**config.mk**
```make
export PLATFORM = sky130hd
export DESIGN_NAME = serial_byte_rx
export DESIGN_NICKNAME = d
export VERILOG_FILES = /design/src/rtl/serial_byte_rx.sv
export SDC_FILE = /design/constraint.sdc
export NUM_CORES = 1
export LEC_CHECK = 0
export BUFFER_PORTS_ARGS = -buffer_cell sky130_fd_sc_hd__buf_2
export CORE_UTILIZATION = 40
export DETAILED_ROUTE_END_ITERATION = 10
export GPL_TIMING_DRIVEN = 0
export SYNTH_ARGS = -nofsm -noshare
export SYNTH_HDL_FRONTEND = slang
export SYNTH_SLANG_ARGS = --single-unit
```
**constraint.sdc**
```tcl
create_clock -name clk -period 2.37 [get_ports clk]
set_input_delay 0.3555 -clock clk [delete_from_list [all_inputs] [get_ports clk]]
set_output_delay 0.3555 -clock clk [all_outputs]
set_load 0.005 [all_outputs]
```
**src/rtl/serial_byte_rx.sv**
```systemverilog
// rtl/serial_byte_rx.sv - UART-style serial receiver with mid-bit sampling and a one-entry output buffer
module serial_byte_rx #(
  parameter int CLKS_PER_BIT = 16,
  parameter int DATA_BITS    = 8
) (
  input  logic                 clk,
  input  logic                 rst_n,
  input  logic                 rx_in,
  output logic [DATA_BITS-1:0] data_out,
  output logic                 data_valid,
  input  logic                 data_ready,
  output logic                 frame_err,
  output logic                 overrun
);

  localparam int CW   = $clog2(CLKS_PER_BIT);
  localparam int BW   = (DATA_BITS > 1) ? $clog2(DATA_BITS) : 1;
  localparam int HALF = CLKS_PER_BIT / 2;

  localparam logic [CW-1:0] HALF_LAST = CW'(HALF - 1);
  localparam logic [CW-1:0] BIT_LAST  = CW'(CLKS_PER_BIT - 1);
  localparam logic [BW-1:0] IDX_LAST  = BW'(DATA_BITS - 1);

  localparam logic [1:0] S_IDLE  = 2'd0;
  localparam logic [1:0] S_START = 2'd1;
  localparam logic [1:0] S_DATA  = 2'd2;
  localparam logic [1:0] S_STOP  = 2'd3;

  logic [1:0]           state_q, state_d;
  logic [CW-1:0]        cnt_q, cnt_d;
  logic [BW-1:0]        idx_q, idx_d;
  logic [DATA_BITS-1:0] shift_q, shift_d;
  logic [DATA_BITS-1:0] data_q, data_d;
  logic                 valid_q, valid_d;
  logic                 ferr_q, ferr_d;
  logic                 ovr_q, ovr_d;
  logic                 accept;

  always_comb begin
    state_d = state_q;
    cnt_d   = cnt_q;
    idx_d   = idx_q;
    shift_d = shift_q;
    data_d  = data_q;
    valid_d = valid_q;
    ferr_d  = 1'b0;
    ovr_d   = 1'b0;
    accept  = valid_q & data_ready;
    if (accept) valid_d = 1'b0;

    case (state_q)
      S_IDLE: begin
        if (!rx_in) begin
          state_d = S_START;
          cnt_d   = '0;
        end
      end
      S_START: begin
        // A start bit that is high again at mid-bit was only a glitch
        if (cnt_q == HALF_LAST) begin
          cnt_d = '0;
          if (!rx_in) begin
            state_d = S_DATA;
            idx_d   = '0;
          end else begin
            state_d = S_IDLE;
          end
        end else begin
          cnt_d = cnt_q + CW'(1);
        end
      end
      S_DATA: begin
        if (cnt_q == BIT_LAST) begin
          cnt_d          = '0;
          shift_d[idx_q] = rx_in;
          if (idx_q == IDX_LAST) state_d = S_STOP;
          else                   idx_d   = idx_q + BW'(1);
        end else begin
          cnt_d = cnt_q + CW'(1);
        end
      end
      default: begin
        // Stop sample: a load may coincide with an accept, keeping data_valid high
        if (cnt_q == BIT_LAST) begin
          cnt_d   = '0;
          state_d = S_IDLE;
          if (!rx_in) begin
            ferr_d = 1'b1;
          end else if (valid_q && !accept) begin
            ovr_d = 1'b1;
          end else begin
            data_d  = shift_q;
            valid_d = 1'b1;
          end
        end else begin
          cnt_d = cnt_q + CW'(1);
        end
      end
    endcase
  end

  always_ff @(posedge clk or negedge rst_n) begin
    if (!rst_n) begin
      state_q <= S_IDLE;
      cnt_q   <= '0;
      idx_q   <= '0;
      shift_q <= '0;
      data_q  <= '0;
      valid_q <= 1'b0;
      ferr_q  <= 1'b0;
      ovr_q   <= 1'b0;
    end else begin
      state_q <= state_d;
      cnt_q   <= cnt_d;
      idx_q   <= idx_d;
      shift_q <= shift_d;
      data_q  <= data_d;
      valid_q <= valid_d;
      ferr_q  <= ferr_d;
      ovr_q   <= ovr_d;
    end
  end

  assign data_out   = data_q;
  assign data_valid = valid_q;
  assign frame_err  = ferr_q;
  assign overrun    = ovr_q;

endmodule
```
==> results of run 1 <==
power groups by stage:
stage	clock (mW)	sequential, mW	combinational (mW)
6_report	0.315	0.673	0.435
5_1_grt	0.346	0.691	0.501
4_1_cts	0.321	0.673	0.441
3_5_place_dp	0	0.682	0.439
3_3_place_gp	0	0.678	0.425
2_1_floorplan	0	0.676	0.321
worst paths after layout:
kind                             from          end  slack (ns)  cells after the start
max                          cnt_q[0]  data_out[0]        0.61                      6
min                             rst_n   shift_q[5]        0.02                      1
max reg2reg                  cnt_q[0]  data_out[0]        0.61                      6
min reg2reg                shift_q[6]  data_out[6]        0.52                      1
max in group asynchronous       rst_n   shift_q[7]        1.95                      1
min in group clk           data_ready      overrun        0.28                      3
state kept, by name (all words and copies together) (netlist names):
register	flops
data_out	8
data_valid	1
frame_err	1
overrun	1
state_q	2
idx_q	3
cnt_q	4
shift_q	8
layout by cell type (no fill, tap or decap), types with 2 or more instances in the layout:
cell type,synthesis,routed
dfrtp_1,28,28
mux2_2,17,17
buf_2,2,16
nand2_1,13,13
nor2_1,10,10
nand3_1,3,3
o21ai_0,3,3
ha_1,3,3
clkbuf_4,0,3
nand2b_1,2,2
a22o_1,2,2
a21oi_1,2,2
nor3_1,2,2
nor3b_2,2,2
cells by family (layout without fill, tap and decap cells):
kind of cell,after synthesis,in the layout
adder cells (fa/ha/maj),3,3
multiplexers,17,17
flip-flops,28,28
AO/OA/AOI/OAI,13,13
AND/OR/NAND/NOR,44,44
buffers and inverters,6,24
XOR/XNOR,1,1
final cells by class:
class | instances | area share, %
flip-flops and latches | 28 | 46.43
multi-input cells | 78 | 39.39
repair buffers | 14 | 4.643
well taps | 44 | 3.648
plain buffers | 5 | 2.156
clock inverters | 1 | 1.990
clock buffers | 3 | 1.493
inverters | 1 | 0.2488
per-stage QoR:
step / setup slack [ns] / hold slack (ns) / util, % / power (mW) / std cells
after floorplan: 0.7471 / 0.05991 / - / 0.9962 / 112
after global placement: 0.6262 / 0.4061 / 46.94 / 1.104 / 170
after detailed placement: 0.6136 / 0.4051 / 46.94 / 1.122 / 170
after CTS: 0.5895 / 0.03152 / 48.63 / 1.434 / 174
after global routing: 0.4690 / 0.03990 / 48.63 / 1.538 / 174
final: 0.6118 / 0.01692 / 48.63 / 1.422 / 174
metal layers:
metal | vias up | global-route usage (%)
met5 | - | 0
met4 | 0 | 5.648
met3 | 2 | 2.814
met2 | 10 | 25.24
met1 | 421 | 19.28
li1 | 435 | -
worst reg2reg max path: stages (launching register included):
cell and delay [ns]:
dfrtp_1 0.42, ha_1 0.26, and3_4 0.25, nand4_4 0.12, nor2b_2 0.14, buf_6 0.15
mux2_2 0.34
==> out/results.tsv, run 1 <==
metric	value	unit
die width	59.69	um
Fin. Hold Viols	0	
largest family of logic cells by synthesized area	simple AND/OR/NAND/NOR gates	
Multi-input gate area	594.3	sq um
H-tree Lvls	1	
Pins Over Slew Limit	0	
IO buf count	14	
DR top layer	met4	
post-synthesis cell count	112	
combinational share of power	30.6	%
Async SR Flop Fraction	100.0	%
CP bufs+invs	1	
first-pass GRT wire length	3995	um
class of the worst hold path	input pin to asynchronous set/reset pin	
P_int	979.7	uW
IO Pins	15	
CTS Hold Bufs	0	
CTS max path bufs	2	
RSZ-0062 raised after global routing	no	
CP endpoint kind	flop	
simple logic cell fraction of the synthesized area	19.74	%
clock skew	0.005307	ns
TritonCTS clock tree	yes	
DRC Markers	0	
GR Overflow Total	0	
largest area contributor in the netlist	dfrtp_1	
power density cells	942.7	mW/mm^2
XOR/XNOR share of the synthesized area	0.6579	%
core area	0.003103	sq mm
Syn-to-layout area delta	13.35	%
Die Footprint	0.003563	sq mm
Max-Cap Viols	0	
Storage cell area	700.7	sq um
CTS Sinks	28	
crit-path cells	ha_1, and3_4, nand4_4, nor2b_2, buf_6, mux2_2	
Synth cell types	36	
run status	finished, final reports clean	
Initial Util	42.90	%
ratio of cells with drive above 1 in the final layout	36.92	%
clock latency on the worst-skew pair	0.33	ns
final setup vio count	0	
Ys Warns	0	
Total Routing Usage GR	15.08	%
initial antenna violation count	0	
FILL cells	308	
Cell Rows	20	
Post-Syn Area	0.001331	sq mm
M1 WL	1095	um
Peak VDD IR	351.9	uV
met2 wire len	1058	um
fin crit period	1.758	ns
Slew Limit Headroom	58.98	%
WL final	2235	um
post-route ant nets	0	
leakage	0.6994	nW
clk root buf	clkbuf_4	
post-synthesis sequential area ratio	52.63	%
nets@finish	138	
Synth top cells by count	28 x dfrtp_1, 17 x mux2_2, 13 x nand2_1	
Critical Path Fanout Max	8	
Mean Syn Cell Area	11.89	sq um
WL per Instance	12.84	um
Post-synth EDFFs	0	
Mapped Nets	119	
top-area cell type share of the netlist area	52.63	%
Critical Path Start Type	flop	
Setup Crit Path Kind	flop to flop	
f_max	568.8	MHz
Sw Pwr	442.7	uW
DR pass1 iterations	4	
mux share of post-synthesis cell area	14.38	%
post-synthesis compound-gate area fraction	7.049	%
Synth Register Bits	28	
post-CTS resize count	0	
Vias/cell	4.989	
CP max stage cell	dfrtp_1	
met3 WL post-DR	61	um
vias	868	
Flop pwr share	47.3	%
Post-Synth Adder-Cell Area	2.820	%
Area contributors post-synth	dfrtp_1 53%, mux2_2 14%, nand2_1 3.7%	
part of the power in the clock network	22.1	%
DR iter-0 viols	23	
CTS Buf Count	3	
Worst Path Arrival	1.99	ns
Main synth FF type	dfrtp_1	
Worst-path clk slew	0.16	ns
post-CTS setup buffer count	0	
gpl congestion	0.7203	
vias in the first global route	884	
fin crit share	74.19	%
placed cell area	0.001456	sq mm
ANT cells	0	
largest net degree at the start of global routing	29	
most common cell in the netlist	dfrtp_1	
design area	0.001509	sq mm
DIE HEIGHT	59.69	um
crit-path leading delay family	simple AND/OR/NAND/NOR gates	
sw frac	31.12	%
final setup TNS	0	ns
Slew @ Worst Pin	0.6153	ns
dpl hpwl	1637	um
Max stage delay on crit path	0.42	ns
Required @ worst endpoint	2.61	ns
Note: power is estimated with default switching activity, not from simulation.
==> run 2: changes to the inputs <==
==> constraint.sdc (replaced) <==
create_clock -name clk -period 1.6 [get_ports clk]
set_input_delay 0.24 -clock clk [delete_from_list [all_inputs] [get_ports clk]]
set_output_delay 0.24 -clock clk [all_outputs]
set_load 0.005 [all_outputs]
==> out/results.tsv, run 2 (synthesized netlist as in run 1, its figures left out) <==
metric	value	unit
run status	finished, final reports clean	
IO buf count	14	
IO Pins	15	
RSZ-0062 raised after global routing	yes	
Worst Path Arrival	1.83	ns
Max-Cap Viols	0	
CTS Sinks	28	
R2R depth	6	
worst slack, placed	-0.1081	ns
Initial Util	42.90	%
final setup vio count	0	
RR Endpoint	data_out[6]	
power density cells	1414	mW/mm^2
core area	0.003103	sq mm
Critical Path Start Type	flop	
Slew Limit Headroom	59.55	%
vias	925	
most common cell after layout, fill and taps aside	dfrtp_1	
TritonCTS clock tree	yes	
die width	59.69	um
Required @ worst endpoint	1.83	ns
placed cell area	0.001459	sq mm
post-route ant nets	0	
Max stage delay on crit path	0.43	ns
ANT cells	0	
Syn-to-layout area delta	25.09	%
DR iter-0 viols	21	
vias in the first global route	898	
leakage	0.7594	nW
fin crit share	99.79	%
Die Footprint	0.003563	sq mm
largest net degree at the start of global routing	29	
Design Power	2.354	mW
gpl congestion	0.7498	
WL final	2424	um
FILL cells	284	
Critical Path Start	cnt_q[0]	
CTS Buf Count	3	
Vias/cell	5.055	
class of the worst hold path	input pin to flop	
Reg2Reg Setup Slack	0.003	ns
H-tree Lvls	1	
Critical Path Fanout Max	8	
design area	0.001665	sq mm
WL per Instance	13.25	um
Total Routing Usage GR	15.03	%
Peak VDD IR	564.9	uV
clock skew	0.005729	ns
clk root buf	clkbuf_4	
DRC Markers	0	
final core utilization	53.67	%
dpl hpwl	1579	um
Worst-path clk slew	0.15	ns
Slew @ Worst Pin	0.6068	ns
initial antenna violation count	0	
worst setup margin	0.003340	ns
Pins Over Slew Limit	0	
crit-path cells	ha_4, and3_4, nand4_4, nor2b_2, buf_6, mux2_4	
DR pass1 iterations	4	
CTS max path bufs	2	
first-pass GRT wire length	4002	um
Worst Setup EP	data_out[6]	
clock latency on the worst-skew pair	0.33	ns
CP endpoint kind	flop	
commonest non-fill, non-tap cells in the layout	25 x dfrtp_1, 16 x buf_2, 10 x nand2_1	
ratio of cells with drive above 1 in the final layout	48.92	%
worst r2r src	cnt_q[0]	
worst hold margin	0.1604	ns
nets@finish	147	
Cell Rows	20	
DIE HEIGHT	59.69	um
Fin. Hold Viols	0	
CP max stage cell	dfrtp_1	
Setup Crit Path Kind	flop to flop	
GR Overflow Total	0	
f_max	626.3	MHz
fin crit period	1.597	ns
==> run 2: cell count changes in the layout (fill, tap and decap cells not counted), sizes merged <==
cell and delta:
dlygate4sd3 +1, buf +8
==> run 2: per-layer routing <==
layer	global-route usage (%)	up-vias	share of wire (%)	wire, um
met5	0	-	0	0
met4	6.312	0	1.5	36
met3	1.948	5	2.2	54
met2	24.13	14	49	1180
met1	20.42	452	48	1153
li1	-	454	-	-
==> run 2: through the flow <==
stage,cells,TNS [ns]
4_1_cts,178,-0.3376
3_5_place_dp,170,-0.8613
5_1_grt,183,-0.5831
6_report,183,0
2_1_floorplan,112,0
3_3_place_gp,170,-0.7714
==> run 2: how the worst min path moves through the flow <==
stage                     startpoint       end  slack (ns)  cells after the start
final                     data_ready   overrun        0.16                      3
after global routing      data_ready   overrun        0.16                      3
after CTS                 data_ready   overrun        0.16                      3
after detailed placement       rst_n  cnt_q[2]        0.30                      1
after global placement         rst_n  cnt_q[2]        0.29                      1
after floorplan                rst_n  cnt_q[0]       -0.06                      0
==> run 2: worst max-delay path: cells and delay by family (launching register included) <==
kind	cells	cell delay, ns
fa+ha+maj	1	0.17
buf+inv	1	0.17
flops	1	0.43
mux	1	0.31
simple gates	3	0.41
==> run 2: timing repair <==
item                                    in CTS  in global routing
pin swaps                                    1                  3
endpoints found under the hold margin       28                  0
resized for setup                           13                 10
endpoints found under the setup margin       9                 19
hold buffers                                 1                  0
buffers inserted                             3                  5
==> run 2: where the power goes <==
part | switching [mW] | internal (mW)
logic | 0.396 | 0.481
clock network | 0.210 | 0.254
registers | 0.138 | 0.876
==> run 2: layout make-up <==
cell class              count  area, sq um  share of cell area (%)
plain buffers               5        32.53                   1.953
clock inverters             1        30.03                   1.803
repair buffers             23        140.1                   8.415
multi-input cells          78        676.9                   40.65
well taps                  44        55.05                   3.306
flip-flops and latches     28        704.4                   42.30
clock buffers               3        22.52                   1.352
inverters                   1        3.754                  0.2254
==> run 3: changes to the inputs <==
--- a/config.mk
+++ b/config.mk
@@ -9,6 +9,7 @@
 export CORE_UTILIZATION = 40
 export DETAILED_ROUTE_END_ITERATION = 10
 export GPL_TIMING_DRIVEN = 0
+export RECOVER_POWER = 50
 export SYNTH_ARGS = -nofsm -noshare
 export SYNTH_HDL_FRONTEND = slang
 export SYNTH_SLANG_ARGS = --single-unit
==> constraint.sdc (replaced) <==
create_clock -name clk -period 2 [get_ports clk]
set_input_delay 0.3 -clock clk [delete_from_list [all_inputs] [get_ports clk]]
set_output_delay 0.3 -clock clk [all_outputs]
set_load 0.005 [all_outputs]
==> out/results.tsv, run 3 (synthesized netlist as in run 1, its figures left out) <==
metric	value	unit
clock latency on the worst-skew pair	0.33	ns
H-tree Lvls	1	
FILL cells	308	
CP max stage cell	dfrtp_1	
DR pass1 iterations	4	
part of the power in the clock network	22.1	%
DR iter-0 viols	23	
Fin. Hold Viols	0	
worst hold stages	3	
commonest non-fill, non-tap cells in the layout	28 x dfrtp_1, 17 x mux2_2, 13 x buf_2, 13 x nand2_1, 10 x nor2_1	
crit-path leading delay family	simple AND/OR/NAND/NOR gates	
critical hold path startpoint	data_ready	
GR Overflow Total	0	
CTS Buf Count	3	
post-route ant nets	0	
Worst-path clk slew	0.16	ns
final core utilization	48.87	%
clock skew	0.005448	ns
Storage cell area	700.7	sq um
Max-Cap Viols	0	
combinational share of power	30.5	%
final setup vio count	0	
Total Routing Usage GR	15.08	%
Critical Path Start Type	flop	
Pins Over Slew Limit	0	
Vias/cell	4.971	
Peak VDD IR	417.1	uV
ratio of cells with drive above 1 in the final layout	35.11	%
RSZ-0062 raised after global routing	no	
Slew @ Worst Pin	0.6886	ns
worst hold margin	0.2290	ns
DRC Markers	0	
met3 Usage GRT	2.814	%
Setup Crit Path Kind	flop to flop	
CP endpoint kind	flop	
fin crit share	87.90	%
R2R depth	6	
DIE HEIGHT	59.69	um
Cell Rows	20	
power density cells	1111	mW/mm^2
leakage	0.6954	nW
WL per Instance	12.80	um
P_int	1.160	mW
ANT cells	0	
sw frac	31.18	%
f_max	568.8	MHz
Initial Util	42.90	%
CTS max path bufs	2	
CP bufs+invs	1	
fin crit period	1.758	ns
CTS Sinks	28	
post-CTS setup buffer count	0	
run status	finished, final reports clean	
Crit path depth	6	
first-pass GRT wire length	3995	um
vias in the first global route	884	
crit-path cells	ha_1, and3_4, nand4_4, nor2b_2, buf_6, mux2_2	
Critical Path Start	cnt_q[0]	
Worst Path Arrival	1.99	ns
Required @ worst endpoint	2.24	ns
TritonCTS clock tree	yes	
Multi-input gate area	594.3	sq um
Die Footprint	0.003563	sq mm
CTS Hold Bufs	1	
class of the worst hold path	input pin to flop	
global routing's busiest layer	met2	
IO Pins	15	
gpl congestion	0.7203	
Flop pwr share	47.3	%
Design Power	1.685	mW
dpl hpwl	1637	um
IO buf count	14	
clk root buf	clkbuf_4	
largest net degree at the start of global routing	29	
worst r2r src	cnt_q[0]	
Slew Limit Headroom	54.09	%
initial antenna violation count	0	
nets@finish	139	
Critical Path Fanout Max	8	
final setup TNS	0	ns
Max stage delay on crit path	0.42	ns
Global Route met1 Usage	19.28	%
Syn-to-layout area delta	13.91	%
die width	59.69	um
Sw Pwr	525.5	uW
WL final	2240	um
most common cell after layout, fill and taps aside	dfrtp_1	
routing usage on met2	25.24	%
core area	0.003103	sq mm
post-CTS resize count	0	
vias	870	
-- run 3: changes by cell type in the layout (fill, tap and decap cells not counted), sizes merged --
cell and change:
clkbuf +3, buf -11
-- run 3: area by class of cell --
type                            count  share of cell area (%)
Timing Repair Buffer               15                   5.116
Sequential cell                    28                   46.20
Buffer                              5                   2.145
Inverter                            1                  0.2475
Tap cell                           44                   3.630
Multi-Input combinational cell     78                   39.19
Clock inverter                      1                   1.980
Clock buffer                        3                   1.485
-- run 3: metal layers --
metal	share of wire (%)	wire (um)
met5	0	0
met2	47	1058
met3	2.6	58
met4	0.85	19
met1	49	1103
-- run 3: worst paths after layout --
path	to	slack, ns
worst max-delay path	data_out[0]	0.24
worst min-delay path	overrun	0.23
worst max register to register	data_out[0]	0.24
worst min register to register	data_out[6]	0.52
max in group asynchronous	shift_q[7]	1.04
min in group asynchronous	shift_q[5]	0.52
-- run 3: worst min-delay path, delay by kind of cell --
family	cells	cell delay [ns]
and+or+nand+nor	2	0.16
buffers and inverters	1	0.07
-- run 3: power groups by stage --
stage	combinational [mW]	sequential [mW]	clock (mW)
finish	0.515	0.798	0.373
global route	0.592	0.820	0.410
CTS	0.524	0.797	0.380
detailed placement	0.521	0.808	0
global placement	0.504	0.804	0
floorplan	0.380	0.801	0
-- run 3: stage by stage --
stage	cells	area, sq um	worst slack (ns)
floorplan	112	1331	0.3771
global placement	170	1456	0.2562
detailed placement	170	1456	0.2436
CTS	175	1519	0.2195
global route	175	1516	0.09903
finish	175	1516	0.2420
